--- src/rtl/prio_pkg.sv ---
// Shared definitions for the priority arbiter: offer FSM states, mode codes
// and the address-width helper.
package prio_pkg;

  typedef enum logic {
    IDLE  = 1'b0,
    OFFER = 1'b1
  } state_t;

  localparam logic MODE_FIXED = 1'b0;
  localparam logic MODE_RR    = 1'b1;

  // Address width for a given number of request lines; never below one bit.
  function automatic int aw_of(input int width);
    int aw;
    aw = $clog2(width);
    return (aw < 1) ? 1 : aw;
  endfunction

endpackage

--- src/rtl/prio_arbiter_pick_highest.sv ---
// Combinational highest-set-index finder; found is low when the vector is empty
// and idx is then 0.
module pick_highest #(
  parameter int WIDTH = 16,
  parameter int AW    = 4
) (
  input  logic [WIDTH-1:0] vec,
  output logic [AW-1:0]    idx,
  output logic             found
);

  always_comb begin
    idx = '0;
    for (int i = 0; i < WIDTH; i++) begin
      if (vec[i]) idx = AW'(i);
    end
  end

  assign found = |vec;

endmodule

--- src/rtl/prio_arbiter.sv ---
// Registered priority arbiter: latches requests into a pending vector and offers
// one index at a time under valid/ready, fixed or round-robin priority.
//
//   state | meaning
//   IDLE  | no live offer, valid_o low, addr_o holds the last grant
//   OFFER | addr_o is offered and held until accepted or cleared
module prio_arbiter
  import prio_pkg::*;
#(
  parameter  int WIDTH = 16,
  localparam int AW    = aw_of(WIDTH)
) (
  input  logic             clk,
  input  logic             rst,
  input  logic [WIDTH-1:0] req_i,
  input  logic             mode_i,
  input  logic             clear_i,
  input  logic             ready_i,
  output logic [AW-1:0]    addr_o,
  output logic             valid_o,
  output logic [WIDTH-1:0] pending_o,
  output logic             drop_o
);

  state_t           r_state;
  state_t           w_state_nxt;
  logic [WIDTH-1:0] r_pending;
  logic [AW-1:0]    r_ptr;
  logic [AW-1:0]    r_addr;
  logic             r_drop;

  logic             w_acc;
  logic             w_load;
  logic [WIDTH-1:0] w_cons;
  logic [WIDTH-1:0] w_pnext;
  logic [WIDTH-1:0] w_lemask;
  logic [AW-1:0]    w_ptr_eff;
  logic [AW-1:0]    w_idx_m;
  logic [AW-1:0]    w_idx_u;
  logic [AW-1:0]    w_sel;
  logic             w_found_m;
  logic             w_found_u;

  assign w_acc   = (r_state == OFFER) & ready_i;
  assign w_cons  = w_acc ? ({{(WIDTH-1){1'b0}}, 1'b1} << r_addr) : '0;
  assign w_pnext = (r_pending & ~w_cons) | req_i;

  // Selection looks at the pointer as it stands after this cycle's accept,
  // so the just-served index drops to lowest priority immediately.
  assign w_ptr_eff = !w_acc            ? r_ptr :
                     (r_addr == '0)    ? AW'(WIDTH - 1) :
                                         r_addr - AW'(1);

  always_comb begin
    w_lemask = '0;
    for (int i = 0; i < WIDTH; i++) begin
      w_lemask[i] = (AW'(i) <= w_ptr_eff);
    end
  end

  pick_highest #(.WIDTH(WIDTH), .AW(AW)) u_pick_masked (
    .vec   (w_pnext & w_lemask),
    .idx   (w_idx_m),
    .found (w_found_m)
  );

  pick_highest #(.WIDTH(WIDTH), .AW(AW)) u_pick_all (
    .vec   (w_pnext),
    .idx   (w_idx_u),
    .found (w_found_u)
  );

  assign w_sel = (mode_i == MODE_RR && w_found_m) ? w_idx_m : w_idx_u;

  always_comb begin
    w_state_nxt = r_state;
    w_load      = 1'b0;
    case (r_state)
      IDLE: begin
        if (w_found_u) begin
          w_state_nxt = OFFER;
          w_load      = 1'b1;
        end
      end
      OFFER: begin
        if (w_acc) begin
          w_state_nxt = w_found_u ? OFFER : IDLE;
          w_load      = w_found_u;
        end
      end
      default: w_state_nxt = IDLE;
    endcase
  end

  always_ff @(posedge clk) begin
    if (rst) begin
      r_state   <= IDLE;
      r_pending <= '0;
      r_ptr     <= AW'(WIDTH - 1);
      r_addr    <= '0;
      r_drop    <= 1'b0;
    end else if (clear_i) begin
      r_state   <= IDLE;
      r_pending <= '0;
      r_drop    <= 1'b0;
    end else begin
      r_state   <= w_state_nxt;
      r_pending <= w_pnext;
      r_ptr     <= w_ptr_eff;
      r_drop    <= |(req_i & r_pending & ~w_cons);
      if (w_load) r_addr <= w_sel;
    end
  end

  assign addr_o    = r_addr;
  assign valid_o   = (r_state == OFFER);
  assign pending_o = r_pending;
  assign drop_o    = r_drop;

endmodule

--- config.mk ---
export PLATFORM = sky130hd
export DESIGN_NAME = prio_arbiter
export DESIGN_NICKNAME = d
export VERILOG_FILES = /design/src/rtl/prio_pkg.sv /design/src/rtl/prio_arbiter_pick_highest.sv /design/src/rtl/prio_arbiter.sv
export SDC_FILE = /design/constraint.sdc
export NUM_CORES = 1
export LEC_CHECK = 0
export ABC_AREA = 0
export CELL_PAD_IN_SITES_DETAIL_PLACEMENT = 0
export CELL_PAD_IN_SITES_GLOBAL_PLACEMENT = 1
export CORE_UTILIZATION = 38
export DETAILED_ROUTE_END_ITERATION = 10
export PLACE_DENSITY = 0.81
export SLEW_MARGIN = 20
export SYNTH_ARGS = -nofsm -noshare
export SYNTH_HDL_FRONTEND = slang
export SYNTH_SLANG_ARGS = --single-unit
export TNS_END_PERCENT = 5
--- constraint.sdc ---
create_clock -name clk -period 4.05 [get_ports clk]
set_input_delay 0.81 -clock clk [delete_from_list [all_inputs] [get_ports clk]]
set_output_delay 0.81 -clock clk [all_outputs]
set_load 0.05 [all_outputs]
Word level (Yosys, flattened, before mapping) --
Cells that the tools add are included.
Storage, ports and cells: word-level logic and storage cells 78, flip-flop bits (word level) 26, output and inout port bits 22, input bits 21
Cells by class: add/sub/neg operators 1, magnitude comparators 16, muxes and demuxes 39, shift operators 1, bitwise logic cells 9, reductions and logical operators 7
Operators by type and width (number):
- $mux W4 | 19
- $and A16 B16 Y16 | 4
- $reduce_or A16 Y1 | 3
- $le A4 B4 Y1 const A | 8
- $mux W3 | 8
- $le A3 B4 Y1 const A | 4
- $mux W16 | 1
- $not A16 Y16 | 1
- $or A16 B16 Y16 | 1
- $shl A1 B4 Y16 const A | 1
- $le A1 B4 Y1 const A | 2
- $le A2 B4 Y1 const A | 2
- $mux W2 | 4
- $mux W1 | 5
- $logic_not A4 Y1 | 1
- $pmux W1 S2 | 2
- $sub A4 B1 Y4 const B | 1
- $not A1 Y1 | 2
- $reduce_and A2 Y1 | 1
- $reduce_or A2 Y1 | 1
- $and A1 B1 Y1 | 1
- $logic_and A1 B1 Y1 | 1

Depth between registers and ports, before layout --
Gate-level depths: netlist (run 1).
word-level depth 22, mapped depth 11, depth with buffers taken out 10

Modules after synthesis --
Synthesis (run 1) repeated with hierarchy kept, for this count alone.
Second synthesis, totals: cell total of the unflattened synthesis 281, area, all modules 2034.5 sq um
Modules (own cells, without submodules):
- prio_arbiter | area an instance 1694.1 sq um, cells an instance 225, times used 1, seq. area each 520.5 sq um
- pick_highest | area an instance 170.2 sq um, cells an instance 28, times used 2, seq. area each 0.0 sq um

Worst setup path after synthesis (run 1) --
OpenSTA, ideal clock, no wires.
kind flip-flop to flip-flop, start point register r_addr[0] (netlist: addr_o[0]), end point register r_addr[1] (netlist: addr_o[1]), period minus slack after synthesis 3300 ps, path slack 750 ps, data arrival time 3213 ps, path buffers 0, cell stages (with the launch flop) 11, path through dfxtp_1 -> inv_1 -> ha_1 -> or2b_1 -> a211oi_4 -> nor3_2 -> a21oi_1 -> or4b_4 -> o31a_1 -> o41a_1 -> o31ai_1
Between the ends: cells in the longest elaborated chain, start to end 21, elaborated cells on any way between the ends 62, those cells by class add/sub (1); order compare (16); shift (1); mux (35); bitwise (4); reduce/logical (5)
Ends and longest elaborated chain:
- start, declared | line prio_arbiter.sv:29 | logic [AW-1:0] r_addr;
- start signal, assigned | line prio_arbiter.sv:111 | if (w_load) r_addr <= w_sel;
- parallel branches: the longest is 21 deep, another holds $sub A4 B1 Y4
Parallel ways; which one is timed is not known. A chain may end at the register's enable or synchronous reset.

Worst setup path after layout (run 1) --
start point input ready_i, end point register r_addr[0] (netlist: addr_o[0])
Between the ends: cells in the longest elaborated chain, start to end 22, elaborated cells on any way between the ends 61, those cells by class order compare (16); mux (36); bitwise (5); reduce/logical (4)
Ends and longest elaborated chain:
- start, declared | line prio_arbiter.sv:18 | input logic ready_i,
- $and A1 B1 Y1 (*) | line prio_arbiter.sv:44 | assign w_acc = (r_state == OFFER) & ready_i;
- parallel branches: the longest is 21 deep, another holds $le A1 B4 Y1
Every way passes the cells marked *.

==> results of run 1 <==
flip-flops by register name, summed over array words and instances (netlist names):
register	count
drop_o	1
r_ptr	4
valid_o	1
pending_o	16
addr_o	4
critical path, stage by stage:
cell             delay (ns)
clkdlybuf4s50_1        0.68
and4b_1                0.37
a21boi_0               0.22
nor4_1                 0.42
nand4_1                0.31
o41ai_2                0.47
nor3_1                 0.10
a32o_1                 0.27
a211oi_2               0.17
per-stage QoR:
step | cells | hold WS, ns | worst slack [ns]
after CTS | 368 | 0.510 | 0.477
after detailed placement | 364 | 0.484 | 0.197
after global placement | 364 | 0.469 | 0.144
after floorplan | 254 | 0.441 | 0.750
after global routing | 368 | 0.544 | 0.169
final | 368 | 0.497 | 0.423
path summary, 6_finish.rpt:
check	to	slack (ns)	depth (start not counted)
max	addr_o[0]$_SDFFE_PP0P_	0.42	9
min	r_ptr[3]$_SDFFE_PP1N_	0.50	2
max reg2reg	addr_o[1]$_SDFFE_PP0P_	0.47	10
min reg2reg	r_ptr[3]$_SDFFE_PP1N_	0.50	2
metal layers:
layer | up-vias | part of all wire [%] | track usage, %
li1 | 1075 | - | -
met1 | 1021 | 46 | 36.5
met2 | 89 | 46 | 41.7
met3 | 7 | 6.9 | 3.57
met4 | 0 | 1.2 | 6.38
met5 | - | 0 | 0
layout by cell type (no fill, tap or decap), drive strengths merged, types with 3 or more instances in the layout:
| cell type | instances |
|---|---|
| a211oi | 5 |
| nand3 | 5 |
| a211o | 3 |
| dfxtp | 26 |
| inv | 4 |
| o31ai | 4 |
| a31oi | 7 |
| o21ai | 12 |
| ha | 5 |
| clkdlybuf4s50 | 42 |
| clkbuf | 3 |
| nor2 | 42 |
| nand2 | 15 |
| nor3 | 6 |
| o211ai | 3 |
| a21o | 5 |
| nor2b | 8 |
| a21oi | 13 |
| buf | 9 |
| and2 | 4 |
| a31o | 3 |
| o21bai | 3 |
| a32oi | 4 |
| a21boi | 13 |
| nor4 | 5 |
| a22oi | 6 |
report_power, final:
group | total (mW) | switching [mW] | leakage, nW | internal [mW]
sequential | 0.292 | 0.0210 | 0.215 | 0.271
combinational | 0.302 | 0.185 | 0.705 | 0.117
clock | 0.224 | 0.0913 | 0.0357 | 0.133
total | 0.818 | 0.297 | 0.956 | 0.520
kinds of logic (layout without fill, tap and decap cells):
family | count (synthesis) | count (layout)
flops | 26 | 26
mux | 2 | 2
buf+inv | 15 | 59
simple gates | 105 | 105
fa+ha+maj | 5 | 5
compound gates | 101 | 101
cell type report:
| cell class | count | area [µm²] |
|---|---|---|
| inverters | 4 | 15.0 |
| fillers | 513 | 2540 |
| repair buffers | 51 | 488 |
| multi-input cells | 213 | 1450 |
| clock buffers | 3 | 41.3 |
| flip-flops and latches | 26 | 520 |
| clock inverters | 1 | 30.0 |
| well taps | 70 | 87.6 |
==> impl_metrics.yaml, run 1 <==
outcome:
  status: "finished clean"
sta:
  finalClockSkew_ns: 0.00465
  rsz0062_at_grt: "false"
  fin_crit_sh_pct: 89.6
  setup-tns-final_ns: 0
  worst_slew_pin_slew_ns: 0.603
  finalHoldViolCount: 0
  min_period_ns: 3.63
  drv_slew: 0
  clock.fmax_mhz: 276
  setup_viol: 0
  slew_headroom_pct: 59.5
synthesis:
  ys.flop_type: "dfxtp_1"
  synthSimpleGateAreaFrac_pct: 28.5
  yosysWarnings: 0
  synthAdderAreaFrac_pct: 3.04
  synth_xor_area_share_pct: 0
  syn_inst: 254
  synth-edff-count: 0
  yosysUniqueCellTypes: 69
  syn_avg_cell_area_um2: 8.09
  synth.top_cell.area_share_pct: 25.3
  ys_ff_latch: 26
  synth.area.mux_share_pct: 0.974
  synth_area_leader_cell: "dfxtp_1"
  async_flop_share_pct: 0
  syn-cell-area_um2: 2060
  yosys-top-cells-area: "dfxtp_1 (25%), nor2_1 (7.1%), a21boi_0 (3.7%)"
  synth_nets: 280
  synth.most_common_cell: "nor2_1"
  ys_seq_area_share_pct: 25.3
  synth_compound_area_share_pct: 38.2
  synth_top_family_by_area: "compound AO/OA/AOI/OAI gates"
  netlist_top_cells_count: "nor2_1 (39), dfxtp_1 (26), nand2_1 (14)"
cells_and_area:
  drive_gt1_share_pct: 12.8
  fin_area_um2: 2640
  final_core_util_pct: 51.0
  finalNetCount: 325
  area_growth_pct: 28.2
  insertedDiodeCount: 0
clock_network:
  insertion_delay_ns: 0.28
  cts_root_buffer: "clkbuf_8"
  numCtsBuffers: 3
  cts_tree: "built"
  clk_pin_slew_ns: 0.09
  cts_max_path_buffers: 2
  cts_resized: 0
  h-tree-depth: 1
  cts.sinks: 26
  hold_buffers: 0
  cts_setup_buffers: 0
floorplanning:
  num_io_pins: 43
  start_util_pct: 39.7
  die_y_um: 75.6
  num_rows: 26
  core_area_um2: 5170
  die-area_um2: 5710
  dieWidth_um: 75.6
routing:
  ant_nets: 0
  drt_iter0_drc: 155
  postRouteWirelength_um: 6760
  vias_per_cell: 5.96
  drc: 0
  vias: 2192
  wl_per_cell_um: 18.4
  drtPass1Iterations: 4
worst_hold_path:
  worstHoldPathType: "flip-flop to flip-flop"
  holdCritStartpoint: "r_ptr[3]$_SDFFE_PP1N_"
critical_path:
  crit_path_start: "ready_i"
  cp.arrival_ns: 3.83
  crit-reg2reg-launch: "addr_o[0]$_SDFFE_PP0P_"
  end_kind: "flip-flop"
  critPathLaunchType: "input pin"
  path_max_fanout: 10
  cp.required_ns: 4.25
  worstSetupPathType: "input pin to flip-flop"
job:
  max_cap_viol_count: 0
global_routing:
  grt_pass1_vias: 2066
  grt_usage_pct: 25.9
  grt_max_degree: 19
  antenna_found_initial: 0
  grt_pass1_wl_um: 10800
  grt_overflow_total: 0
placement:
  io_buffer_count: 42
  place_congestion: 0.923
  dp_hpwl_um: 5280
  dpl-instance-area_um2: 2560
power_and_ir_drop:
  power_density_nw_per_um2: 310
  power_mw: 0.818
  ir_drop_v: 0.000148
  total_leakage_power_nw: 0.956
(Power assumes the default switching activity.)
==> inputs of run 2 (changes only) <==
CORE_ASPECT_RATIO = 0.5   (was unset)
==> run 2 against run 1 <==
  * Sequential share of layout area fell by 0.33 points
  * Clock skew rose by 0.011 ns
  * Core utilization rose by 1.9 points
  * Maximum frequency fell by 0.14%
  * Critical path type is now flip-flop to flip-flop
  * Sequential power barely moved
  * Non-clock buffer count rose by 6
  * Setup slack got worse by 0.0050 ns
  * Combinational power rose by 3%
  * Largest power group unchanged
  * Global-route usage rose by 1.5 points
  * Critical endpoint is now addr_o[1]$_SDFFE_PP0P_
  * Wire length rose by 12%
  * Highest routed layer unchanged
==> impl_metrics.yaml, run 2 (synthesized netlist as in run 1, its figures left out) <==
outcome:
  status: "finished clean"
sta:
  setup-tns-final_ns: 0
  min_period_ns: 3.63
  fin_crit_sh_pct: 89.7
  worst_slew_pin_slew_ns: 0.606
  slew_headroom_pct: 59.2
  clock.fmax_mhz: 275
  finalHoldViolCount: 0
  rsz0062_at_grt: "false"
  finalClockSkew_ns: 0.0159
  setup_viol: 0
  setup_slack_ns: 0.418
  drv_slew: 0
placement:
  dp_hpwl_um: 5940
  io_buffer_count: 42
  place_congestion: 0.917
  dp_slack_ns: 0.191
  dpl-instance-area_um2: 2610
  dp.cells: 370
power_and_ir_drop:
  switching_share_pct: 37.7
  total_leakage_power_nw: 0.986
  sequentialPowerShare_pct: 34.9
  p_int_mw: 0.523
  power_frac_comb_pct: 37.1
  power_density_nw_per_um2: 313
  clkPwrFrac_pct: 27.9
  power_mw: 0.840
  ir_drop_v: 0.000239
  p_sw_mw: 0.317
cells_and_area:
  drive_gt1_share_pct: 14.5
  mostFrequentLayoutCells: "clkdlybuf4s50_1 (42), nor2_1 (39), dfxtp_1 (26)"
  area_growth_pct: 30.4
  finalNetCount: 331
  instances_no_fill: 374
  mostFrequentLayoutCell: "clkdlybuf4s50_1"
  fill_cells: 488
  largest_register_ffs: 16
  insertedDiodeCount: 0
  fin_area_um2: 2680
clock_network:
  clk_pin_slew_ns: 0.12
  cts_resized: 0
  h-tree-depth: 1
  cts_max_path_buffers: 2
  insertion_delay_ns: 0.30
  cts.sinks: 26
  cts_root_buffer: "clkbuf_8"
  cts_setup_buffers: 0
  cts_tree: "built"
  hold_buffers: 0
  numCtsBuffers: 3
global_routing:
  grt_pass1_wl_um: 11600
  use_met1_pct: 41.6
  use_met2_pct: 38.8
  met3_usage_pct: 7.87
  grt_max_degree: 19
  grt_pass1_vias: 2059
  top_usage_layer: "met1"
  grt_overflow_total: 0
  antenna_found_initial: 0
  grt_usage_pct: 27.4
routing:
  vias_per_cell: 6.24
  drc: 0
  vias: 2332
  postRouteWirelength_um: 7560
  drtPass1Iterations: 5
  wl_per_cell_um: 20.2
  drt_iter0_drc: 226
  ant_nets: 0
floorplanning:
  start_util_pct: 40.6
  dieWidth_um: 106
  num_io_pins: 43
  die-area_um2: 5730
  num_rows: 18
  core_area_um2: 5070
  die_y_um: 54.0
worst_hold_path:
  holdCritStartpoint: "r_ptr[3]$_SDFFE_PP1N_"
  worstHoldPathType: "flip-flop to flip-flop"
critical_path:
  crit-reg2reg-launch: "addr_o[0]$_SDFFE_PP0P_"
  critPathLaunchType: "flip-flop"
  end_kind: "flip-flop"
  cp.arrival_ns: 3.85
  cp.required_ns: 4.27
  worstSetupPathType: "flip-flop to flip-flop"
  crit_path_start: "addr_o[0]$_SDFFE_PP0P_"
  path_max_fanout: 14
job:
  max_cap_viol_count: 0
[run 2: metal layers]
| metal | up-vias | wire [µm] |
|---|---|---|
| li1 | 1081 | - |
| met2 | 136 | 2830 |
| met4 | 0 | 42 |
| met1 | 1107 | 3830 |
| met3 | 8 | 855 |
| met5 | - | 0 |
[run 2: worst max-delay path, cell delays in order, from the launching register on]
cell and delay (ns):
dfxtp_1 0.60, inv_1 0.21, ha_1 0.38, o21ba_2 0.29
o21bai_1 0.15, a21oi_4 0.40, a31oi_1 0.20, or4b_4 0.57
o31a_1 0.32, o41a_1 0.37, o31ai_1 0.06
[run 2: path summary, 6_finish.rpt]
| kind | endpoint | slack (ns) | cells after the start |
|---|---|---|---|
| worst max-delay path | addr_o[1]$_SDFFE_PP0P_ | 0.42 | 10 |
| worst min-delay path | r_ptr[3]$_SDFFE_PP1N_ | 0.51 | 2 |
| worst max register to register | addr_o[1]$_SDFFE_PP0P_ | 0.42 | 10 |
| worst min register to register | r_ptr[3]$_SDFFE_PP1N_ | 0.51 | 2 |
[run 2: final cells by class]
cell class	count	area, µm²	share of cell area (%)
Clock inverter	1	30.0	1.12
Inverter	4	15.0	0.560
Clock buffer	3	41.3	1.54
Multi-Input combinational cell	213	1450	54.2
Tap cell	70	87.6	3.27
Sequential cell	26	520	19.4
Timing Repair Buffer	57	533	19.9
[run 2: power by group through the flow]
stage	sequential, mW	combinational [mW]	clock [mW]
floorplan	0.335	0.157	0
global placement	0.299	0.304	0
detailed placement	0.298	0.304	0
CTS	0.293	0.305	0.237
global route	0.296	0.333	0.246
finish	0.293	0.312	0.235
[run 2: stage by stage]
step | utilization (%) | hold WS [ns]
floorplan | - | 0.441
global placement | 51.5 | 0.462
global route | 52.9 | 0.563
finish | 52.9 | 0.509
detailed placement | 51.5 | 0.482
CTS | 52.9 | 0.514
